--- src/rtl/jump_pkg.sv ---
// Shared constants and types for the jump redirect unit.
//   OP_J / OP_JAL / OP_SPECIAL : primary opcodes decoded in ID
//   FUNCT_JR                   : R-type funct code of JR
//   redirect_src_e             : which source wins the fetch redirect
//   clog2                      : elaboration-time ceil(log2)
package jump_pkg;

    localparam logic [5:0] OP_SPECIAL = 6'b000000;
    localparam logic [5:0] OP_J       = 6'b000010;
    localparam logic [5:0] OP_JAL     = 6'b000011;
    localparam logic [5:0] FUNCT_JR   = 6'b001000;

    typedef enum logic [1:0] {
        RD_NONE,
        RD_EX_JR,
        RD_ID_J,
        RD_ID_JR
    } redirect_src_e;

    function automatic int unsigned clog2(input int unsigned value);
        int unsigned r;
        r = 0;
        while ((64'd1 << r) < 64'(value)) r++;
        return r;
    endfunction

endpackage

--- src/rtl/jump_redirect_unit_if.sv ---
// Pipeline-side bundle of the jump redirect unit.
//   ID/EX inputs : stall, id_valid, id_instr, id_pc_plus1,
//                  ex_valid, ex_rtype, ex_funct, ex_rs_val
//   outputs      : redirect_valid, redirect_target, flush_mask,
//                  jr_mispredict, ras_count
// master = pipeline side, slave = jump_redirect_unit.
interface jump_redirect_unit_if #(
    parameter int unsigned ADDR_W       = 32,
    parameter int unsigned RAS_DEPTH    = 8,
    parameter int unsigned FLUSH_STAGES = 2
);
    import jump_pkg::*;

    localparam int unsigned CNT_W = clog2(RAS_DEPTH) + 1;

    logic                    stall;
    logic                    id_valid;
    logic [31:0]             id_instr;
    logic [ADDR_W-1:0]       id_pc_plus1;
    logic                    ex_valid;
    logic                    ex_rtype;
    logic [5:0]              ex_funct;
    logic [ADDR_W-1:0]       ex_rs_val;
    logic                    redirect_valid;
    logic [ADDR_W-1:0]       redirect_target;
    logic [FLUSH_STAGES-1:0] flush_mask;
    logic                    jr_mispredict;
    logic [CNT_W-1:0]        ras_count;

    modport master (
        output stall, id_valid, id_instr, id_pc_plus1,
               ex_valid, ex_rtype, ex_funct, ex_rs_val,
        input  redirect_valid, redirect_target, flush_mask,
               jr_mispredict, ras_count
    );

    modport slave (
        input  stall, id_valid, id_instr, id_pc_plus1,
               ex_valid, ex_rtype, ex_funct, ex_rs_val,
        output redirect_valid, redirect_target, flush_mask,
               jr_mispredict, ras_count
    );

endinterface

--- src/rtl/jump_redirect_unit_ras_stack.sv ---
// ras_stack: circular return-address LIFO.
//   push/push_addr : store a return address (overwrites oldest when full)
//   pop            : drop the top entry (caller guarantees count > 0)
//   top            : current top entry
//   count          : valid entries, saturates at RAS_DEPTH
module ras_stack
    import jump_pkg::*;
#(
    parameter int unsigned ADDR_W    = 32,
    parameter int unsigned RAS_DEPTH = 8
) (
    input  logic                        clk,
    input  logic                        rst,
    input  logic                        push,
    input  logic                        pop,
    input  logic [ADDR_W-1:0]           push_addr,
    output logic [ADDR_W-1:0]           top,
    output logic [clog2(RAS_DEPTH):0]   count
);
    localparam int unsigned PTR_W = clog2(RAS_DEPTH);
    localparam int unsigned CNT_W = PTR_W + 1;
    localparam logic [PTR_W-1:0] PTR_ONE = PTR_W'(1);
    localparam logic [CNT_W-1:0] CNT_ONE = CNT_W'(1);
    localparam logic [CNT_W-1:0] FULL    = CNT_W'(RAS_DEPTH);

    logic [ADDR_W-1:0] mem [RAS_DEPTH];
    logic [PTR_W-1:0]  ptr;   // next free slot; top lives at ptr-1

    // Power-of-two depth lets the pointer wrap naturally, so a push on a
    // full stack lands on the oldest entry.
    always_ff @(posedge clk or posedge rst) begin
        if (rst) begin
            ptr   <= '0;
            count <= '0;
        end else if (push) begin
            ptr <= ptr + PTR_ONE;
            if (count != FULL) count <= count + CNT_ONE;
        end else if (pop && count != '0) begin
            ptr   <= ptr - PTR_ONE;
            count <= count - CNT_ONE;
        end
    end

    always_ff @(posedge clk) begin
        if (push) mem[ptr] <= push_addr;
    end

    assign top = mem[ptr - PTR_ONE];

endmodule

--- src/rtl/jump_redirect_unit.sv ---
// jump_redirect_unit: decodes J/JAL/JR in ID, predicts JR from a RAS,
// verifies JR in EX and drives a registered fetch redirect.
//   clk, rst : pipeline clock, async active-high reset
//   bus      : jump_redirect_unit_if.slave (ID/EX inputs, redirect outputs)
module jump_redirect_unit
    import jump_pkg::*;
#(
    parameter int unsigned ADDR_W       = 32,
    parameter int unsigned RAS_DEPTH    = 8,
    parameter int unsigned FLUSH_STAGES = 2
) (
    input  logic                 clk,
    input  logic                 rst,
    jump_redirect_unit_if.slave  bus
);
    localparam int unsigned CNT_W = clog2(RAS_DEPTH) + 1;

    logic [5:0]              id_op;
    logic [5:0]              id_funct;
    logic                    id_is_j;
    logic                    id_is_jal;
    logic                    id_is_jr;
    logic                    id_flushed;
    logic                    id_ok;
    logic                    ex_is_jr;
    logic                    ex_mispredict;
    logic                    ras_push;
    logic                    ras_pop;
    logic [ADDR_W-1:0]       ras_top;
    logic [CNT_W-1:0]        ras_cnt;
    logic [ADDR_W-1:0]       jump_target;
    logic [FLUSH_STAGES:0]   flush_ext;
    redirect_src_e           src;

    logic                    rv_q, rv_d;
    logic [ADDR_W-1:0]       tgt_q, tgt_d;
    logic [FLUSH_STAGES-1:0] fm_q, fm_d;
    logic                    mis_q, mis_d;
    logic                    trk_valid_q;
    logic [ADDR_W-1:0]       trk_target_q;

    assign id_op     = bus.id_instr[31:26];
    assign id_funct  = bus.id_instr[5:0];
    assign id_is_j   = (id_op == OP_J);
    assign id_is_jal = (id_op == OP_JAL);
    assign id_is_jr  = (id_op == OP_SPECIAL) && (id_funct == FUNCT_JR);
    assign jump_target = ADDR_W'(bus.id_instr[25:0]);

    // Extended by one bit so the ID-flush test stays legal for FLUSH_STAGES == 1.
    assign flush_ext  = {1'b0, fm_q};
    assign id_flushed = rv_q & flush_ext[1];

    // EX verification only advances with the pipeline, so a stalled JR
    // raises its corrective redirect once.
    assign ex_is_jr = ~bus.stall & bus.ex_valid & bus.ex_rtype &
                      (bus.ex_funct == FUNCT_JR);
    assign ex_mispredict = ex_is_jr &
                           (~trk_valid_q | (trk_target_q != bus.ex_rs_val));

    assign id_ok    = ~bus.stall & bus.id_valid & ~ex_mispredict & ~id_flushed;
    assign ras_push = id_ok & id_is_jal;
    assign ras_pop  = id_ok & id_is_jr & (ras_cnt != '0);

    ras_stack #(
        .ADDR_W    (ADDR_W),
        .RAS_DEPTH (RAS_DEPTH)
    ) u_ras (
        .clk       (clk),
        .rst       (rst),
        .push      (ras_push),
        .pop       (ras_pop),
        .push_addr (bus.id_pc_plus1),
        .top       (ras_top),
        .count     (ras_cnt)
    );

    always_comb begin
        src   = RD_NONE;
        rv_d  = 1'b0;
        tgt_d = '0;
        fm_d  = '0;
        mis_d = 1'b0;
        if (ex_mispredict)                    src = RD_EX_JR;
        else if (id_ok & (id_is_j | id_is_jal)) src = RD_ID_J;
        else if (ras_pop)                     src = RD_ID_JR;
        case (src)
            RD_EX_JR: begin
                rv_d  = 1'b1;
                tgt_d = bus.ex_rs_val;
                fm_d  = '1;
                mis_d = 1'b1;
            end
            RD_ID_J: begin
                rv_d  = 1'b1;
                tgt_d = jump_target;
                fm_d  = FLUSH_STAGES'(1);
            end
            RD_ID_JR: begin
                rv_d  = 1'b1;
                tgt_d = ras_top;
                fm_d  = FLUSH_STAGES'(1);
            end
            default: ;
        endcase
    end

    always_ff @(posedge clk or posedge rst) begin
        if (rst) begin
            rv_q         <= 1'b0;
            tgt_q        <= '0;
            fm_q         <= '0;
            mis_q        <= 1'b0;
            trk_valid_q  <= 1'b0;
            trk_target_q <= '0;
        end else begin
            rv_q  <= rv_d;
            tgt_q <= tgt_d;
            fm_q  <= fm_d;
            mis_q <= mis_d;
            // ras_pop already excludes gated/flushed ID slots, so a wrong-path
            // JR is captured as an invalid prediction.
            if (!bus.stall) begin
                trk_valid_q  <= ras_pop;
                trk_target_q <= ras_pop ? ras_top : '0;
            end
        end
    end

    assign bus.redirect_valid  = rv_q;
    assign bus.redirect_target = tgt_q;
    assign bus.flush_mask      = fm_q;
    assign bus.jr_mispredict   = mis_q;
    assign bus.ras_count       = ras_cnt;

endmodule
--- src/flat_wrapper.sv ---
// flat-port wrapper written by rule: the top's interface ports become plain ports
module jump_redirect_unit_flat import jump_pkg::*;
#(
    parameter int unsigned ADDR_W       = 32,
    parameter int unsigned RAS_DEPTH    = 8,
    parameter int unsigned FLUSH_STAGES = 2
)
  (clk, rst, bus_stall, bus_id_valid, bus_id_instr, bus_id_pc_plus1, bus_ex_valid, bus_ex_rtype, bus_ex_funct, bus_ex_rs_val, bus_redirect_valid, bus_redirect_target, bus_flush_mask, bus_jr_mispredict, bus_ras_count);
  jump_redirect_unit_if #(.ADDR_W(ADDR_W), .RAS_DEPTH(RAS_DEPTH), .FLUSH_STAGES(FLUSH_STAGES)) bus_i ();
  input  logic clk;
  input  logic rst;
  input wire logic [$bits(bus_i.stall)-1:0] bus_stall;
  input wire logic [$bits(bus_i.id_valid)-1:0] bus_id_valid;
  input wire logic [$bits(bus_i.id_instr)-1:0] bus_id_instr;
  input wire logic [$bits(bus_i.id_pc_plus1)-1:0] bus_id_pc_plus1;
  input wire logic [$bits(bus_i.ex_valid)-1:0] bus_ex_valid;
  input wire logic [$bits(bus_i.ex_rtype)-1:0] bus_ex_rtype;
  input wire logic [$bits(bus_i.ex_funct)-1:0] bus_ex_funct;
  input wire logic [$bits(bus_i.ex_rs_val)-1:0] bus_ex_rs_val;
  output wire logic [$bits(bus_i.redirect_valid)-1:0] bus_redirect_valid;
  output wire logic [$bits(bus_i.redirect_target)-1:0] bus_redirect_target;
  output wire logic [$bits(bus_i.flush_mask)-1:0] bus_flush_mask;
  output wire logic [$bits(bus_i.jr_mispredict)-1:0] bus_jr_mispredict;
  output wire logic [$bits(bus_i.ras_count)-1:0] bus_ras_count;
  assign bus_i.stall = bus_stall;
  assign bus_i.id_valid = bus_id_valid;
  assign bus_i.id_instr = bus_id_instr;
  assign bus_i.id_pc_plus1 = bus_id_pc_plus1;
  assign bus_i.ex_valid = bus_ex_valid;
  assign bus_i.ex_rtype = bus_ex_rtype;
  assign bus_i.ex_funct = bus_ex_funct;
  assign bus_i.ex_rs_val = bus_ex_rs_val;
  assign bus_redirect_valid = bus_i.redirect_valid;
  assign bus_redirect_target = bus_i.redirect_target;
  assign bus_flush_mask = bus_i.flush_mask;
  assign bus_jr_mispredict = bus_i.jr_mispredict;
  assign bus_ras_count = bus_i.ras_count;
  jump_redirect_unit #(.ADDR_W(ADDR_W), .RAS_DEPTH(RAS_DEPTH), .FLUSH_STAGES(FLUSH_STAGES)) u_core (.clk(clk), .rst(rst), .bus(bus_i));
endmodule
--- config.mk ---
export PLATFORM = sky130hd
export DESIGN_NAME = jump_redirect_unit_flat
export DESIGN_NICKNAME = d
export VERILOG_FILES = /design/src/rtl/jump_pkg.sv /design/src/rtl/jump_redirect_unit_if.sv /design/src/rtl/jump_redirect_unit_ras_stack.sv /design/src/rtl/jump_redirect_unit.sv /design/src/flat_wrapper.sv
export SDC_FILE = /design/constraint.sdc
export NUM_CORES = 1
export LEC_CHECK = 0
export BUFFER_PORTS_ARGS = -buffer_cell sky130_fd_sc_hd__buf_2
export CORE_MARGIN = 1
export CORE_UTILIZATION = 46
export DETAILED_ROUTE_END_ITERATION = 8
export GPL_ROUTABILITY_DRIVEN = 0
export GPL_TIMING_DRIVEN = 0
export PLACE_DENSITY = 0.67
export SYNTH_ARGS = -nofsm -noshare
export SYNTH_HDL_FRONTEND = slang
export SYNTH_SLANG_ARGS = --single-unit
--- constraint.sdc ---
create_clock -name clk -period 6.5 [get_ports clk]
set_input_delay 0.65 -clock clk [delete_from_list [all_inputs] [get_ports clk]]
set_output_delay 0.65 -clock clk [all_outputs]
set_load 0.1 [all_outputs]
==> results.sh <==
export IMPL_power_leakage_nw=6.03
export IMPL_ctsResizeCount=0
export IMPL_outcome="complete, no violations"
export IMPL_powerDensity_nw_per_um2=294
export IMPL_fmax_mhz=263
export IMPL_clkTransAtPathRegs_ns=0.06
export IMPL_cts_setup_buffers=0
export IMPL_synth_edf_count=256
export IMPL_crit_arrival_ns=4.24
export IMPL_swShare_pct=24.0
export IMPL_finalSetupViolations=0
export IMPL_mappedNetlistArea_sq_um=13300
export IMPL_skew_ns=0.0155
export IMPL_io_buffers=146
export IMPL_mostFrequentLayoutCells="256 x edfxtp_1, 165 x buf_2, 74 x dfrtp_1, 64 x mux4_2, 61 x nand2_1"
export IMPL_final_common_cell="edfxtp_1"
export IMPL_fp_dieW_um=172
export IMPL_topRoutingLayerUsed="met5"
export IMPL_worstSetupEndpointType="register"
export IMPL_combPwrFrac_pct=13.6
export IMPL_ctsHoldBuffers=0
export IMPL_tns_ns=0
export IMPL_num_rows=61
export IMPL_drt_first_pass_iters=7
export IMPL_hold_viol_final=0
export IMPL_cts_tree="done"
export IMPL_min_period_ns=3.80
export IMPL_syn_inst=731
export IMPL_grt_max_degree=48
export IMPL_pre_cts_slack_ns=2.53
export IMPL_async_reset_ff_share_pct=22.4
export IMPL_ys_types=44
export IMPL_met3_length_um=2150
export IMPL_critical_path_class="reg -> reg"
export IMPL_fp_dieArea_sq_um=29600
export IMPL_initial_utilization_pct=47.3
export IMPL_grt_overflow=0
export IMPL_cts_htree_levels=1
export IMPL_ys_warn_count=0
export IMPL_p_sw_mw=1.11
export IMPL_worst_slack_ns=2.70
export IMPL_min_period_over_period_pct=58.5
export IMPL_fp_dieH_um=172
export IMPL_cts_buffers=31
export IMPL_num_fill_cells=2197
export IMPL_layout_drive_gt1_share_pct=34.5
export IMPL_drt_iter0_markers=617
export IMPL_synth_flop_cell="edfxtp_1"
export IMPL_rsz0062_at_grt="no"
export IMPL_cp_required_ns=6.94
export IMPL_total_power_mw=4.64
export IMPL_path_max_fanout=10
export IMPL_grt_pass1_vias=7476
export IMPL_wl_met1_um=12600
export IMPL_fin_hold_ws_ns=0.0831
export IMPL_synth_fp_nets=844
export IMPL_ys_seq_area_share_pct=71.8
export IMPL_wirelength_um=30300
export IMPL_maxCapViolations=0
export IMPL_grt_pass1_wl_um=45100
export IMPL_area_growth_pct=19.1
export IMPL_clk_latency_ns=0.56
export IMPL_io_pins=148
export IMPL_hold_class="in -> async"
export IMPL_dp_hpwl_um=21700
export IMPL_synth_seq_cells=330
export IMPL_cts_root_buffer="clkbuf_16"
export IMPL_crit_path_start_kind="register"
export IMPL_dr_total_vias=7384
export IMPL_core_area_sq_um=28100
export IMPL_antenna_found_initial=6
export IMPL_max_vdd_ir_drop_uv=198
export IMPL_clockBufferDepth=3
export IMPL_clock_sinks=330
export IMPL_syn_area_per_cell_sq_um=18.2
export IMPL_pwr_share_seq_pct=49.3
export IMPL_p_int_mw=3.53
export IMPL_wl_met2_um=14700
export IMPL_slew_violations=0
export IMPL_tightestPinTransition_ns=0.862
export IMPL_fin_nets=1048
export IMPL_via_per_inst=5.51
export IMPL_wl_per_cell_um=22.6
export IMPL_max_slew_margin_pct=41.7
export IMPL_grt_total_usage_pct=21.0
export IMPL_drtAntennaViolNets=0
export IMPL_remaining_drc_errors=0
export IMPL_p_clk_share_pct=37.1
## per-layer routing
layer	track usage [%]	up-vias
li1	-	3310
met1	27.7	3726
met2	34.9	287
met3	4.33	53
met4	7.04	8
met5	0	-
## kinds of logic after synthesis
logic type | synth area share, %
flops | 71.8
simple gates | 4.09
compound gates | 5.64
mux | 13.6
buf+inv | 1.96
xor+xnor | 2.37
fa+ha+maj | 0.528
## power by group through the flow
stage | clock network [mW] | logic [mW] | registers (mW)
after floorplan | 0 | 0.383 | 2.36
after global placement | 0 | 0.621 | 2.33
after detailed placement | 0 | 0.632 | 2.33
after CTS | 1.75 | 0.636 | 2.29
after global routing | 1.83 | 0.672 | 2.29
final | 1.72 | 0.630 | 2.29
## worst max-delay path, cell delays in order (launching register included)
cell and delay, ns:
dfrtp_1 0.35, clkbuf_1 0.35, buf_2 0.36, inv_1 0.10
ha_1 0.41, buf_2 0.30, clkbuf_1 0.60, mux4_2 0.42
mux2i_1 0.50, a2bb2oi_1 0.20, o21ai_1 0.07
## synth_stat cells, types with 2 or more instances
cell	count	share of area, %
a211oi_2	2	0.19
a21o_1	13	0.73
a21oi_1	2	0.075
a2bb2oi_1	25	1.6
and3_1	2	0.094
buf_1	3	0.085
buf_2	19	0.72
buf_4	10	0.57
buf_6	2	0.17
clkbuf_1	12	0.34
dfrtp_1	74	14
edfxtp_1	256	58
ha_1	4	0.38
inv_1	3	0.085
mux2_2	3	0.25
mux2i_1	33	2.5
mux4_2	64	11
nand2_1	61	1.7
nand3_1	3	0.11
nand4_1	7	0.33
nor2_1	8	0.23
nor3_1	6	0.23
nor3_2	6	0.45
nor4_1	5	0.24
nor4b_2	2	0.23
o21ai_0	2	0.075
o21ai_1	26	0.98
o21bai_1	2	0.11
o31ai_1	27	1.5
xnor2_1	28	1.8
xor2_1	8	0.53
## final cells by class
class | count | area, sq um | share of cell area, %
clock inverter | 21 | 169 | 1.07
timing repair buffer | 171 | 1040 | 6.57
tap | 378 | 473 | 2.99
buffer | 46 | 249 | 1.57
clock buffer | 36 | 795 | 5.02
antenna | 2 | 5.00 | 0.0316
inverter | 3 | 13.8 | 0.0870
sequential | 330 | 9540 | 60.3
multi-input combinational | 352 | 3530 | 22.3
## stage by stage
step / utilization (%) / cell area [sq um] / std cells
finish: 56.3 / 15800 / 1339
global route: 56.3 / 15800 / 1337
CTS: 56.3 / 15800 / 1337
detailed placement: 52.9 / 14800 / 1280
global placement: 51.6 / 14500 / 1255
floorplan: - / 13300 / 731
## sequential cells by signal (all words and copies together), names as in the netlist
register	count
u_core.trk_target_q	32
u_core.bus.flush_mask	2
u_core.u_ras.count	4
u_core.u_ras.mem	256
u_core.u_ras.ptr	3
u_core.trk_valid_q	1
u_core.bus.redirect_target	32
## worst paths after layout
kind / startpoint / to / slack, ns / depth (start not counted)
max: u_core.u_ras.ptr[0]$_DFFE_PP0P_ / u_core.bus.redirect_target[8]$_DFF_PP0_ / 2.70 / 10
min: rst / u_core.bus.redirect_target[17]$_DFF_PP0_ / 0.08 / 2
max reg2reg: u_core.u_ras.ptr[0]$_DFFE_PP0P_ / u_core.bus.redirect_target[8]$_DFF_PP0_ / 2.70 / 10
min reg2reg: u_core.trk_valid_q$_DFFE_PP0N_ / u_core.trk_valid_q$_DFFE_PP0N_ / 0.48 / 2
max in group asynchronous: rst / u_core.bus.redirect_target[30]$_DFF_PP0_ / 5.86 / 3
min in group clk: bus_ex_rs_val[29] / u_core.bus.redirect_target[29]$_DFF_PP0_ / 0.32 / 2
Power figures use the tool's default switching activity.
